$ cat config.mk
export PLATFORM = sky130hd
export DESIGN_NAME = calc_addsub_unit
export DESIGN_NICKNAME = d
export VERILOG_FILES = /design/src/rtl/calc_addsub_unit.sv
export SDC_FILE = /design/constraint.sdc
export NUM_CORES = 1
export LEC_CHECK = 0
export BUFFER_PORTS_ARGS = -buffer_cell sky130_fd_sc_hd__clkbuf_2
export CAP_MARGIN = 5
export CELL_PAD_IN_SITES_DETAIL_PLACEMENT = 2
export CELL_PAD_IN_SITES_GLOBAL_PLACEMENT = 2
export CORE_ASPECT_RATIO = 1.75
export CORE_UTILIZATION = 30
export DETAILED_ROUTE_END_ITERATION = 10
export PLACE_DENSITY_LB_ADDON = 0.1
export SYNTH_ARGS = -nofsm -noshare
export SYNTH_HDL_FRONTEND = slang
export SYNTH_SLANG_ARGS = --single-unit
$ cat constraint.sdc
create_clock -name clk -period 4.8 [get_ports clk]
set_input_delay 0.96 -clock clk [delete_from_list [all_inputs] [get_ports clk]]
set_output_delay 0.96 -clock clk [all_outputs]
set_load 0.05 [all_outputs]
$ cat src/rtl/calc_addsub_unit.sv
// calc_addsub_unit: handshaked add/subtract core with accumulator and optional signed saturation
// Ports:
//   clk, rst           clock and synchronous active-high reset
//   in_valid_i/in_ready_o   operand handshake (in_ready_o depends only on out_valid/out_ready)
//   a_i, b_i, op_i     operands and op (00 a+b, 01 a-b, 10 acc+a, 11 acc-a)
//   acc_clr_i          clears the accumulator on the edge, independent of the handshake
//   out_valid_o/out_ready_i  result handshake
//   result_o, cout_o, ovf_o  registered result, carry out of MSB, signed overflow of raw sum
//   acc_o              registered accumulator
module calc_addsub_unit #(
   parameter int WIDTH = 4,
   parameter int SAT   = 0
) (
   input  logic             clk,
   input  logic             rst,
   input  logic             in_valid_i,
   output logic             in_ready_o,
   input  logic [WIDTH-1:0] a_i,
   input  logic [WIDTH-1:0] b_i,
   input  logic [1:0]       op_i,
   input  logic             acc_clr_i,
   output logic             out_valid_o,
   input  logic             out_ready_i,
   output logic [WIDTH-1:0] result_o,
   output logic             cout_o,
   output logic             ovf_o,
   output logic [WIDTH-1:0] acc_o
);
   localparam int MSB = WIDTH - 1;
   logic             valid_q, valid_d, cout_q, cout_d, ovf_q, ovf_d;
   logic [WIDTH-1:0] result_q, result_d, acc_q, acc_d;
   logic             accept, sub, acc_op, ovf;
   logic [WIDTH-1:0] x, y, yp, sum, sat_val, res;
   logic [WIDTH:0]   raw;
   assign in_ready_o = !valid_q || out_ready_i;
   assign accept     = in_valid_i && in_ready_o;
   assign sub        = op_i[0];
   assign acc_op     = op_i[1];
   // a clear in the same cycle as an accumulator op makes that op start from zero
   assign x       = acc_op ? (acc_clr_i ? '0 : acc_q) : a_i;
   assign y       = acc_op ? a_i : b_i;
   assign yp      = sub ? ~y : y;
   assign raw     = {1'b0, x} + {1'b0, yp} + {{WIDTH{1'b0}}, sub};
   assign sum     = raw[MSB:0];
   assign ovf     = (x[MSB] == yp[MSB]) && (sum[MSB] != x[MSB]);
   assign sat_val = x[MSB] ? {1'b1, {MSB{1'b0}}} : {1'b0, {MSB{1'b1}}};
   assign res     = (SAT != 0 && ovf) ? sat_val : sum;
   always_comb begin
      valid_d  = accept || (valid_q && !out_ready_i);
      result_d = accept ? res : result_q;
      cout_d   = accept ? raw[WIDTH] : cout_q;
      ovf_d    = accept ? ovf : ovf_q;
      acc_d    = (accept && acc_op) ? res : (acc_clr_i ? '0 : acc_q);
   end
   always_ff @(posedge clk) begin
      if (rst) begin
         valid_q  <= 1'b0;
         result_q <= '0;
         cout_q   <= 1'b0;
         ovf_q    <= 1'b0;
         acc_q    <= '0;
      end else begin
         valid_q  <= valid_d;
         result_q <= result_d;
         cout_q   <= cout_d;
         ovf_q    <= ovf_d;
         acc_q    <= acc_d;
      end
   end
   assign out_valid_o = valid_q;
   assign result_o    = result_q;
   assign cout_o      = cout_q;
   assign ovf_o       = ovf_q;
   assign acc_o       = acc_q;
endmodule
==> results.sh, run 1 <==
export IMPL_cts_sinks=11
export IMPL_placement_cell_area_um2=931
export IMPL_worstPathBufferInverterCount=1
export IMPL_routed_wire_length_per_instance_um=15.7
export IMPL_post_synth_instance_area_um2=788
export IMPL_status="complete, no violations"
export IMPL_synthDominantCellAreaShare_pct=27.9
export IMPL_maxClockFrequency_mhz=368
export IMPL_critPathMaxFanout=13
export IMPL_per_cell_via_count_in_the_routed_design=5.34
export IMPL_cp_cell_sequence="clkbuf_2 -> mux2i_1 -> xnor2_1 -> ha_1 -> or2_0 -> a2111oi_0 -> o211ai_1 -> o211ai_2"
export IMPL_power_share_clock_pct=31.0
export IMPL_io_buffer_count=26
export IMPL_finalSetupViolCount=0
export IMPL_hold_viol_final=0
export IMPL_synthesized_instance_count=90
export IMPL_grt_pass1_vias=849
export IMPL_post_cts_buffers=0
export IMPL_drv_slew=0
export IMPL_hold_class="reg2reg"
export IMPL_cts_buffers_inserted=3
export IMPL_synth_seq_area_share_pct=27.9
export IMPL_synth_seq_cells=11
export IMPL_final_nets=137
export IMPL_final_util_pct=39.2
export IMPL_clkTransAtPathRegs_ns=0.05
export IMPL_power_density_nw_per_um2=320
export IMPL_worstSetupPathType="in2reg"
export IMPL_initial_antenna_violation_count=0
export IMPL_max_clock_path_buffers=2
export IMPL_yosysWarningCount=0
export IMPL_num_antenna_cells=0
export IMPL_start_util_pct=31.6
export IMPL_place_congestion=0.700
export IMPL_pwr_share_seq_pct=33.1
export IMPL_post_cts_hold_buffer_count=0
export IMPL_cell_internal_pwr_mw=0.196
export IMPL_sw_power_mw=0.117
export IMPL_syn_avg_cell_area_um2=8.76
export IMPL_synth_area_leader_cell="sky130_fd_sc_hd__dfxtp_1"
export IMPL_worst_path_largest_cell_delay_ns=0.42
export IMPL_post_layout_nonfiller_instances=143
export IMPL_detail_route_drc_violations=0
export IMPL_num_vias=763
export IMPL_cts_resized=0
export IMPL_slowest_cell_on_crit_path="sky130_fd_sc_hd__a2111oi_0"
export IMPL_core_area_um2=2490
export IMPL_clk_latency_ns=0.24
export IMPL_netSwitchingFraction_pct=37.4
export IMPL_remaining_max_slew_budget_at_the_tightest_pin_pct=73.8
export IMPL_tritoncts="yes"
export IMPL_first_pass_iters=3
export IMPL_clock_skew_ns=0.00481
export IMPL_global_route_wire_length_before_repair_um=3770
export IMPL_root_buffer="sky130_fd_sc_hd__clkbuf_8"
export IMPL_min_setup_slack_post_route_ns=2.08
export IMPL_post_route_cell_area_um2=976
export IMPL_ant_nets=0
export IMPL_endpoint_kind="flop"
export IMPL_timing_critical_path_max_delay_family="compound AO/OA/AOI/OAI gates"
export IMPL_cp_data_required_time_ns=4.97
export IMPL_grt_max_degree=15
export IMPL_dp_final_hpwl_um=1820
export IMPL_ir_worst_vdd_mv=0.113
export IMPL_die_w_um=40.8
export IMPL_timing_critical_path_from_type="input pin"
export IMPL_first_iter_violations=3
export IMPL_power_leakage_nw=0.443
export IMPL_dp_worst_setup_slack_ns=1.83
export IMPL_finalSetupTns_ns=0
export IMPL_drive_gt1_share_pct=35.0
export IMPL_worst_pin_slew_ns=0.383
export IMPL_floorplan_die_area_um2=2840
export IMPL_fp_row_count=24
export IMPL_synthTopCellsByArea="sky130_fd_sc_hd__dfxtp_1, sky130_fd_sc_hd__mux2i_1, sky130_fd_sc_hd__ha_1, sky130_fd_sc_hd__xnor2_1, sky130_fd_sc_hd__nand2_1"
export IMPL_overflow=0
export IMPL_max_cap_violations=0
export IMPL_track_usage_pct=19.3
export IMPL_clock_tree_htree_level_count=1
export IMPL_post_detailed_routing_wire_length_um=2240
export IMPL_boundaryPins=27
export IMPL_layout_area_overhead_vs_synth_pct=23.8
export IMPL_synth_cell_types=38
export IMPL_numPlacedInstances=139
export IMPL_synth_net_count=109
export IMPL_combinationalPowerShare_pct=35.9
export IMPL_critPathArrivalTime_ns=2.89
export IMPL_minimum_clock_period_after_layout_ns=2.72
export IMPL_final_period_utilization_pct=56.6
export IMPL_floorplan_die_height_um=69.8
export IMPL_rsz0062_at_grt="false"
[area by class of cell]
cell class / count / area [um2]
Fill cell: 306 / 1520
Multi-Input combinational cell: 71 / 529
Sequential cell: 11 / 220
Timing Repair Buffer: 26 / 130
Clock buffer: 4 / 45.0
Tap cell: 26 / 32.5
Inverter: 5 / 18.8
[power groups by stage]
stage	Clock, mW	Combinational, mW	Sequential (mW)
3_3_place_gp	0	0.111	0.105
6_report	0.0968	0.112	0.104
4_1_cts	0.102	0.114	0.104
2_1_floorplan	0	0.0547	0.134
3_5_place_dp	0	0.113	0.106
5_1_grt	0.106	0.123	0.105
[registers in the layout (all words and copies together), names as in the netlist]
register and flops:
cout_o 1, result_o 4, acc_o 4, out_valid_o 1
ovf_o 1
[cell families after synthesis]
group | share of synthesized area, %
muxes | 9.21
DFF | 27.9
and+or+nand+nor | 27.9
AOI/OAI and AO/OA | 18.3
buffers and inverters | 4.92
adders and majority gates | 7.30
xor gates and xnor gates | 4.44
[cells in the final DEF (no fill, tap or decap), types with 3 or more instances in the layout]
| cell | Yosys | routed |
|---|---|---|
| sky130_fd_sc_hd__nor2b_1 | 4 | 4 |
| sky130_fd_sc_hd__nand3b_1 | 3 | 3 |
| sky130_fd_sc_hd__nand2_1 | 8 | 8 |
| sky130_fd_sc_hd__xnor2_1 | 4 | 4 |
| sky130_fd_sc_hd__mux2i_1 | 5 | 5 |
| sky130_fd_sc_hd__dfxtp_1 | 11 | 11 |
| sky130_fd_sc_hd__inv_1 | 5 | 5 |
| sky130_fd_sc_hd__clkbuf_2 | 0 | 26 |
| sky130_fd_sc_hd__clkbuf_8 | 0 | 3 |
| sky130_fd_sc_hd__ha_1 | 3 | 3 |
| sky130_fd_sc_hd__a21oi_1 | 5 | 5 |
| sky130_fd_sc_hd__nor2_1 | 7 | 7 |
[worst register-to-register path, delay by kind of cell, from the launching register on]
kind                       cells  cell delay (ns)
and+or+nand+nor                3             0.47
AOI/OAI and AO/OA              3             0.70
adders and majority gates      1             0.34
DFF                            1             0.32
[per-stage QoR]
step	hold slack [ns]	total power [mW]
floorplan	0.674	0.189
global placement	0.446	0.216
detailed placement	0.453	0.219
CTS	0.461	0.320
global route	0.493	0.334
finish	0.455	0.313
[cells in the mapped netlist, drive strengths merged]
library cell,instances
or2,1
o311ai,1
buf,2
mux2,2
a21oi,5
dfxtp,11
and3,2
nand2b,2
a2111oi,1
a211oi,2
o21ai,2
and3b,1
o2111ai,1
o221ai,2
o21a,2
nand3,2
ha,3
or3,2
fa,1
o211ai,3
mux2i,5
and2b,1
inv,5
clkbuf,1
nor2b,6
xnor2,4
nand2,8
nand3b,3
nor2,7
or3b,2
[per-layer routing]
layer | GRT usage, % | vias up | part of all wire (%)
met4 | 10.4 | 0 | 3.3
met3 | 2.88 | 7 | 3.4
met1 | 21.2 | 355 | 38
met2 | 32.5 | 25 | 55
li1 | - | 376 | -
met5 | 0 | - | 0
[final timing paths]
check | startpoint | endpoint | slack, ns | depth (start not counted)
setup / recovery | op_i[1] | ovf_o$_SDFFE_PP0P_ | 2.08 | 8
hold / removal | result_o[2]$_SDFFE_PP0P_ | result_o[2]$_SDFFE_PP0P_ | 0.46 | 2
setup reg to reg | acc_o[3]$_SDFF_PP0_ | ovf_o$_SDFFE_PP0P_ | 2.90 | 7
hold reg to reg | result_o[2]$_SDFFE_PP0P_ | result_o[2]$_SDFFE_PP0P_ | 0.46 | 2
Power figures use the tool's default switching activity.
==> run 2, diff against run 1 <==
--- a/config.mk
+++ b/config.mk
@@ -10,7 +10,7 @@
 export CELL_PAD_IN_SITES_DETAIL_PLACEMENT = 2
 export CELL_PAD_IN_SITES_GLOBAL_PLACEMENT = 2
 export CORE_ASPECT_RATIO = 1.75
-export CORE_UTILIZATION = 30
+export CORE_UTILIZATION = 25
 export DETAILED_ROUTE_END_ITERATION = 10
 export PLACE_DENSITY_LB_ADDON = 0.1
 export SYNTH_ARGS = -nofsm -noshare
==> constraint.sdc (replaced) <==
create_clock -name clk -period 2.2 [get_ports clk]
set_input_delay 0.44 -clock clk [delete_from_list [all_inputs] [get_ports clk]]
set_output_delay 0.44 -clock clk [all_outputs]
set_load 0.05 [all_outputs]
==> run 2 against run 1 <==
Setup slack got worse by 2.0 ns. Sequential power grew 120%. Clock power is 120% higher. Flip-flop and latch count is the same. Global-route usage is 2.7 points lower. Critical path depth did not move. Die area up 19%. Clock-buffer cell count is the same. Critical endpoint unchanged.
==> results.sh, run 2 (synthesis results as in run 1) <==
export IMPL_post_layout_nonfiller_instances=165
export IMPL_cp_cell_sequence="clkbuf_2 -> mux2i_1 -> xnor2_1 -> ha_1 -> or2_0 -> a2111oi_0 -> o211ai_1 -> o211ai_2"
export IMPL_post_detailed_routing_wire_length_um=2420
export IMPL_critPathMaxFanout=5
export IMPL_power_leakage_nw=0.475
export IMPL_floorplan_die_area_um2=3390
export IMPL_global_route_wire_length_before_repair_um=4110
export IMPL_numPlacedInstances=161
export IMPL_cts_buffers_inserted=3
export IMPL_num_vias=789
export IMPL_cts_sinks=11
export IMPL_place_congestion=0.740
export IMPL_timing_critical_path_from_type="input pin"
export IMPL_status="complete, no violations"
export IMPL_totalPowerFinal_mw=0.710
export IMPL_root_buffer="sky130_fd_sc_hd__clkbuf_8"
export IMPL_core_area_um2=2960
export IMPL_hold_class="reg2reg"
export IMPL_dp_final_hpwl_um=2010
export IMPL_clock_skew_ns=0.00825
export IMPL_clkTransAtPathRegs_ns=0.05
export IMPL_grt_pass1_vias=883
export IMPL_timing_critical_path_max_delay_family="compound AO/OA/AOI/OAI gates"
export IMPL_clock_tree_htree_level_count=1
export IMPL_hold_viol_final=0
export IMPL_post_cts_buffers=0
export IMPL_most_common_layout_cells="sky130_fd_sc_hd__clkbuf_2, sky130_fd_sc_hd__dfxtp_1, sky130_fd_sc_hd__nand2_1"
export IMPL_overflow=0
export IMPL_layout_cells_most_common="sky130_fd_sc_hd__clkbuf_2"
export IMPL_worst_pin_slew_ns=0.464
export IMPL_die_w_um=44.4
export IMPL_minimum_clock_period_after_layout_ns=2.13
export IMPL_per_cell_via_count_in_the_routed_design=4.78
export IMPL_floorplan_die_height_um=76.3
export IMPL_remaining_max_slew_budget_at_the_tightest_pin_pct=69.0
export IMPL_combinationalPowerShare_pct=37.6
export IMPL_netSwitchingFraction_pct=37.6
export IMPL_final_period_utilization_pct=97.0
export IMPL_clk_latency_ns=0.25
export IMPL_start_util_pct=26.6
export IMPL_num_antenna_cells=0
export IMPL_cts_resized=0
export IMPL_ant_nets=0
export IMPL_cp_data_required_time_ns=2.37
export IMPL_grt_max_degree=15
export IMPL_maxClockFrequency_mhz=469
export IMPL_first_pass_iters=2
export IMPL_drv_slew=0
export IMPL_worst_path_largest_cell_delay_ns=0.42
export IMPL_final_util_pct=35.6
export IMPL_power_share_clock_pct=30.6
export IMPL_critPathArrivalTime_ns=2.30
export IMPL_endpoint_kind="flop"
export IMPL_drive_gt1_share_pct=38.2
export IMPL_final_nets=143
export IMPL_post_cts_hold_buffer_count=0
export IMPL_cell_internal_pwr_mw=0.443
export IMPL_worst_hold_slack_ns=0.454
export IMPL_boundaryPins=27
export IMPL_finalSetupTns_ns=0
export IMPL_io_buffer_count=26
export IMPL_detail_route_drc_violations=0
export IMPL_sw_power_mw=0.267
export IMPL_power_density_nw_per_um2=674
export IMPL_layout_area_overhead_vs_synth_pct=33.7
export IMPL_rsz0062_at_grt="false"
export IMPL_ir_worst_vdd_mv=0.222
export IMPL_finalSetupViolCount=0
export IMPL_tritoncts="yes"
export IMPL_routed_wire_length_per_instance_um=14.7
export IMPL_track_usage_pct=16.6
export IMPL_pwr_share_seq_pct=31.8
export IMPL_filler_cell_count=359
export IMPL_first_iter_violations=13
export IMPL_slowest_cell_on_crit_path="sky130_fd_sc_hd__a2111oi_0"
export IMPL_max_clock_path_buffers=2
export IMPL_initial_antenna_violation_count=0
export IMPL_worstPathBufferInverterCount=1
export IMPL_fp_row_count=26
export IMPL_worstSetupPathType="in2reg"
export IMPL_max_cap_violations=0
run 2: area by class of cell:
cell class / instances / area, um2 / share of cell area (%)
Multi-Input combinational cell: 71 / 529 / 50.2
Sequential cell: 11 / 220 / 20.9
Timing Repair Buffer: 32 / 188 / 17.8
Tap cell: 42 / 52.6 / 4.99
Clock buffer: 4 / 45.0 / 4.28
Inverter: 5 / 18.8 / 1.78
run 2: final timing paths:
kind,startpoint,endpoint,slack [ns],depth (start not counted)
max,op_i[1],ovf_o$_SDFFE_PP0P_,0.07,8
min,result_o[2]$_SDFFE_PP0P_,result_o[2]$_SDFFE_PP0P_,0.45,2
max reg2reg,acc_o[3]$_SDFF_PP0_,ovf_o$_SDFFE_PP0P_,0.27,7
min reg2reg,result_o[2]$_SDFFE_PP0P_,result_o[2]$_SDFFE_PP0P_,0.45,2
run 2: power groups by stage:
stage | combinational (mW) | sequential (mW) | clock, mW
6_report | 0.267 | 0.226 | 0.217
3_3_place_gp | 0.263 | 0.229 | 0
2_1_floorplan | 0.119 | 0.292 | 0
3_5_place_dp | 0.269 | 0.231 | 0
5_1_grt | 0.294 | 0.228 | 0.234
4_1_cts | 0.271 | 0.226 | 0.224
run 2: worst min-delay path: cells and delay by family, from the launching register on:
kind	cells	cell delay (ns)
compound gates	1	0.05
simple gates	1	0.05
flops	1	0.30
run 2: routing by layer:
metal	track usage (%)	routed length (um)	vias up
met5	0	0	-
met4	10.9	95	0
met2	28.5	1270	25
met1	17.7	974	371
li1	-	-	386
met3	2.37	76	7
run 2: metrics by stage:
step	cell area (um2)	setup WS, ns
5_1_grt	1050	0.00614
2_1_floorplan	788	0.147
6_report	1050	0.0668
4_1_cts	1050	0.0765
3_5_place_dp	1010	-0.132
3_3_place_gp	1010	0.0206
==> run 3, diff against run 2 <==
--- a/config.mk
+++ b/config.mk
@@ -5,13 +5,13 @@
 export SDC_FILE = /design/constraint.sdc
 export NUM_CORES = 1
 export LEC_CHECK = 0
-export BUFFER_PORTS_ARGS = -buffer_cell sky130_fd_sc_hd__clkbuf_2
 export CAP_MARGIN = 5
 export CELL_PAD_IN_SITES_DETAIL_PLACEMENT = 2
 export CELL_PAD_IN_SITES_GLOBAL_PLACEMENT = 2
 export CORE_ASPECT_RATIO = 1.75
-export CORE_UTILIZATION = 25
+export CORE_UTILIZATION = 31
 export DETAILED_ROUTE_END_ITERATION = 10
+export DONT_BUFFER_PORTS = 1
 export PLACE_DENSITY_LB_ADDON = 0.1
 export SYNTH_ARGS = -nofsm -noshare
 export SYNTH_HDL_FRONTEND = slang
==> run 3 against run 2 <==
Wire length down 4.8%. Setup slack improved by 0.25 ns. Largest cell class unchanged. Die area fell by 19%. Non-clock buffer count is 25 lower.
==> results.sh, run 3 (synthesis results as in run 1) <==
export IMPL_status="complete, no violations"
export IMPL_post_cts_hold_buffer_count=0
export IMPL_filler_cell_count=271
export IMPL_dp_final_hpwl_um=1820
export IMPL_final_util_pct=38.0
export IMPL_clkTransAtPathRegs_ns=0.06
export IMPL_combinationalPowerShare_pct=27.2
export IMPL_place_congestion=0.670
export IMPL_clock_skew_ns=0.00676
export IMPL_start_util_pct=33.4
export IMPL_floorplan_die_height_um=68.7
export IMPL_min_setup_slack_post_route_ns=0.314
export IMPL_multi_input_area_um2=529
export IMPL_initial_antenna_violation_count=0
export IMPL_dp_worst_setup_slack_ns=0.123
export IMPL_grt_max_degree=15
export IMPL_post_route_cell_area_um2=897
export IMPL_endpoint_kind="flop"
export IMPL_netSwitchingFraction_pct=36.3
export IMPL_core_area_um2=2360
export IMPL_power_share_clock_pct=32.0
export IMPL_cts_resized=0
export IMPL_drive_gt1_share_pct=22.4
export IMPL_root_buffer="sky130_fd_sc_hd__clkbuf_8"
export IMPL_hold_class="in2reg"
export IMPL_max_clock_path_buffers=2
export IMPL_remaining_max_slew_budget_at_the_tightest_pin_pct=65.1
export IMPL_first_iter_violations=9
export IMPL_rsz0062_at_grt="false"
export IMPL_sw_power_mw=0.239
export IMPL_drv_slew=0
export IMPL_io_buffer_count=0
export IMPL_maxClockFrequency_mhz=530
export IMPL_global_route_wire_length_before_repair_um=3550
export IMPL_clock_tree_htree_level_count=1
export IMPL_power_density_nw_per_um2=734
export IMPL_floorplan_die_area_um2=2760
export IMPL_tritoncts="yes"
export IMPL_boundaryPins=27
export IMPL_layout_cells_most_common="sky130_fd_sc_hd__dfxtp_1"
export IMPL_r2r_cells=6
export IMPL_hold_viol_final=0
export IMPL_worst_pin_slew_ns=0.524
export IMPL_cts_buffers_inserted=3
export IMPL_grt_pass1_vias=780
export IMPL_worstSetupPathType="reg2reg"
export IMPL_max_cap_violations=0
export IMPL_minimum_clock_period_after_layout_ns=1.89
export IMPL_critPathMaxFanout=4
export IMPL_power_leakage_nw=0.367
export IMPL_num_vias=690
export IMPL_finalSetupViolCount=0
export IMPL_first_pass_iters=2
export IMPL_die_w_um=40.1
export IMPL_critPathArrivalTime_ns=2.02
export IMPL_routed_wire_length_per_instance_um=18.7
export IMPL_most_common_layout_cells="sky130_fd_sc_hd__dfxtp_1, sky130_fd_sc_hd__nand2_1, sky130_fd_sc_hd__nor2_1, sky130_fd_sc_hd__buf_4"
export IMPL_cts_sinks=11
export IMPL_pwr_share_seq_pct=40.8
export IMPL_post_cts_buffers=0
export IMPL_final_seq_area_um2=220
export IMPL_ant_nets=0
export IMPL_num_antenna_cells=0
export IMPL_overflow=0
export IMPL_cp_data_required_time_ns=2.33
export IMPL_clk_latency_ns=0.25
export IMPL_ir_worst_vdd_mv=0.242
export IMPL_final_period_utilization_pct=85.7
export IMPL_per_cell_via_count_in_the_routed_design=5.61
export IMPL_hold_path_cell_count=1
export IMPL_finalSetupTns_ns=0
export IMPL_track_usage_pct=19.7
export IMPL_cell_internal_pwr_mw=0.419
export IMPL_final_nets=118
export IMPL_post_detailed_routing_wire_length_um=2300
export IMPL_worst_hold_slack_ns=0.256
export IMPL_detail_route_drc_violations=0
export IMPL_layout_area_overhead_vs_synth_pct=13.8
export IMPL_fp_row_count=23
export IMPL_timing_critical_path_from_type="flop"
export IMPL_placement_cell_area_um2=852
==> run 3: area by class of cell <==
class / instances / share of cell area [%]
well taps: 25 / 3.49
flip-flops and latches: 11 / 24.5
clock buffers: 4 / 5.02
repair buffers: 7 / 5.86
inverters: 5 / 2.09
multi-input cells: 71 / 59.0
==> run 3: metrics by stage <==
step / power (mW) / instances
floorplan: 0.412 / 90
global placement: 0.451 / 119
detailed placement: 0.454 / 119
CTS: 0.668 / 123
global route: 0.695 / 123
finish: 0.658 / 123
==> run 3: critical path: stages, from the launching register on <==
cell and delay [ns]:
sky130_fd_sc_hd__dfxtp_1 0.30, sky130_fd_sc_hd__nor2b_1 0.14, sky130_fd_sc_hd__mux2_2 0.27, sky130_fd_sc_hd__ha_1 0.36
sky130_fd_sc_hd__nand2_1 0.13, sky130_fd_sc_hd__o21a_1 0.25, sky130_fd_sc_hd__o311ai_1 0.32
==> run 3: layer usage <==
layer | GRT usage [%] | wire length (um)
met5 | 0 | 0
met4 | 7.76 | 40
met3 | 3.85 | 92
met2 | 37.3 | 1340
met1 | 19.2 | 826
==> run 3: final timing paths <==
kind                       start                       end  slack [ns]
min                          rst       acc_o[0]$_SDFF_PP0_        0.26
max          acc_o[2]$_SDFF_PP0_  result_o[3]$_SDFFE_PP0P_        0.31
min reg2reg  acc_o[0]$_SDFF_PP0_       acc_o[0]$_SDFF_PP0_        0.62
max reg2reg  acc_o[2]$_SDFF_PP0_  result_o[3]$_SDFFE_PP0P_        0.31
==> run 3: power groups by stage <==
stage                     Clock, mW  Combinational, mW  Sequential [mW]
after floorplan                   0              0.119            0.292
after global placement            0              0.178            0.273
after detailed placement          0              0.181            0.274
after CTS                     0.215              0.184            0.269
after global routing          0.226              0.198            0.271
final                         0.210              0.179            0.269
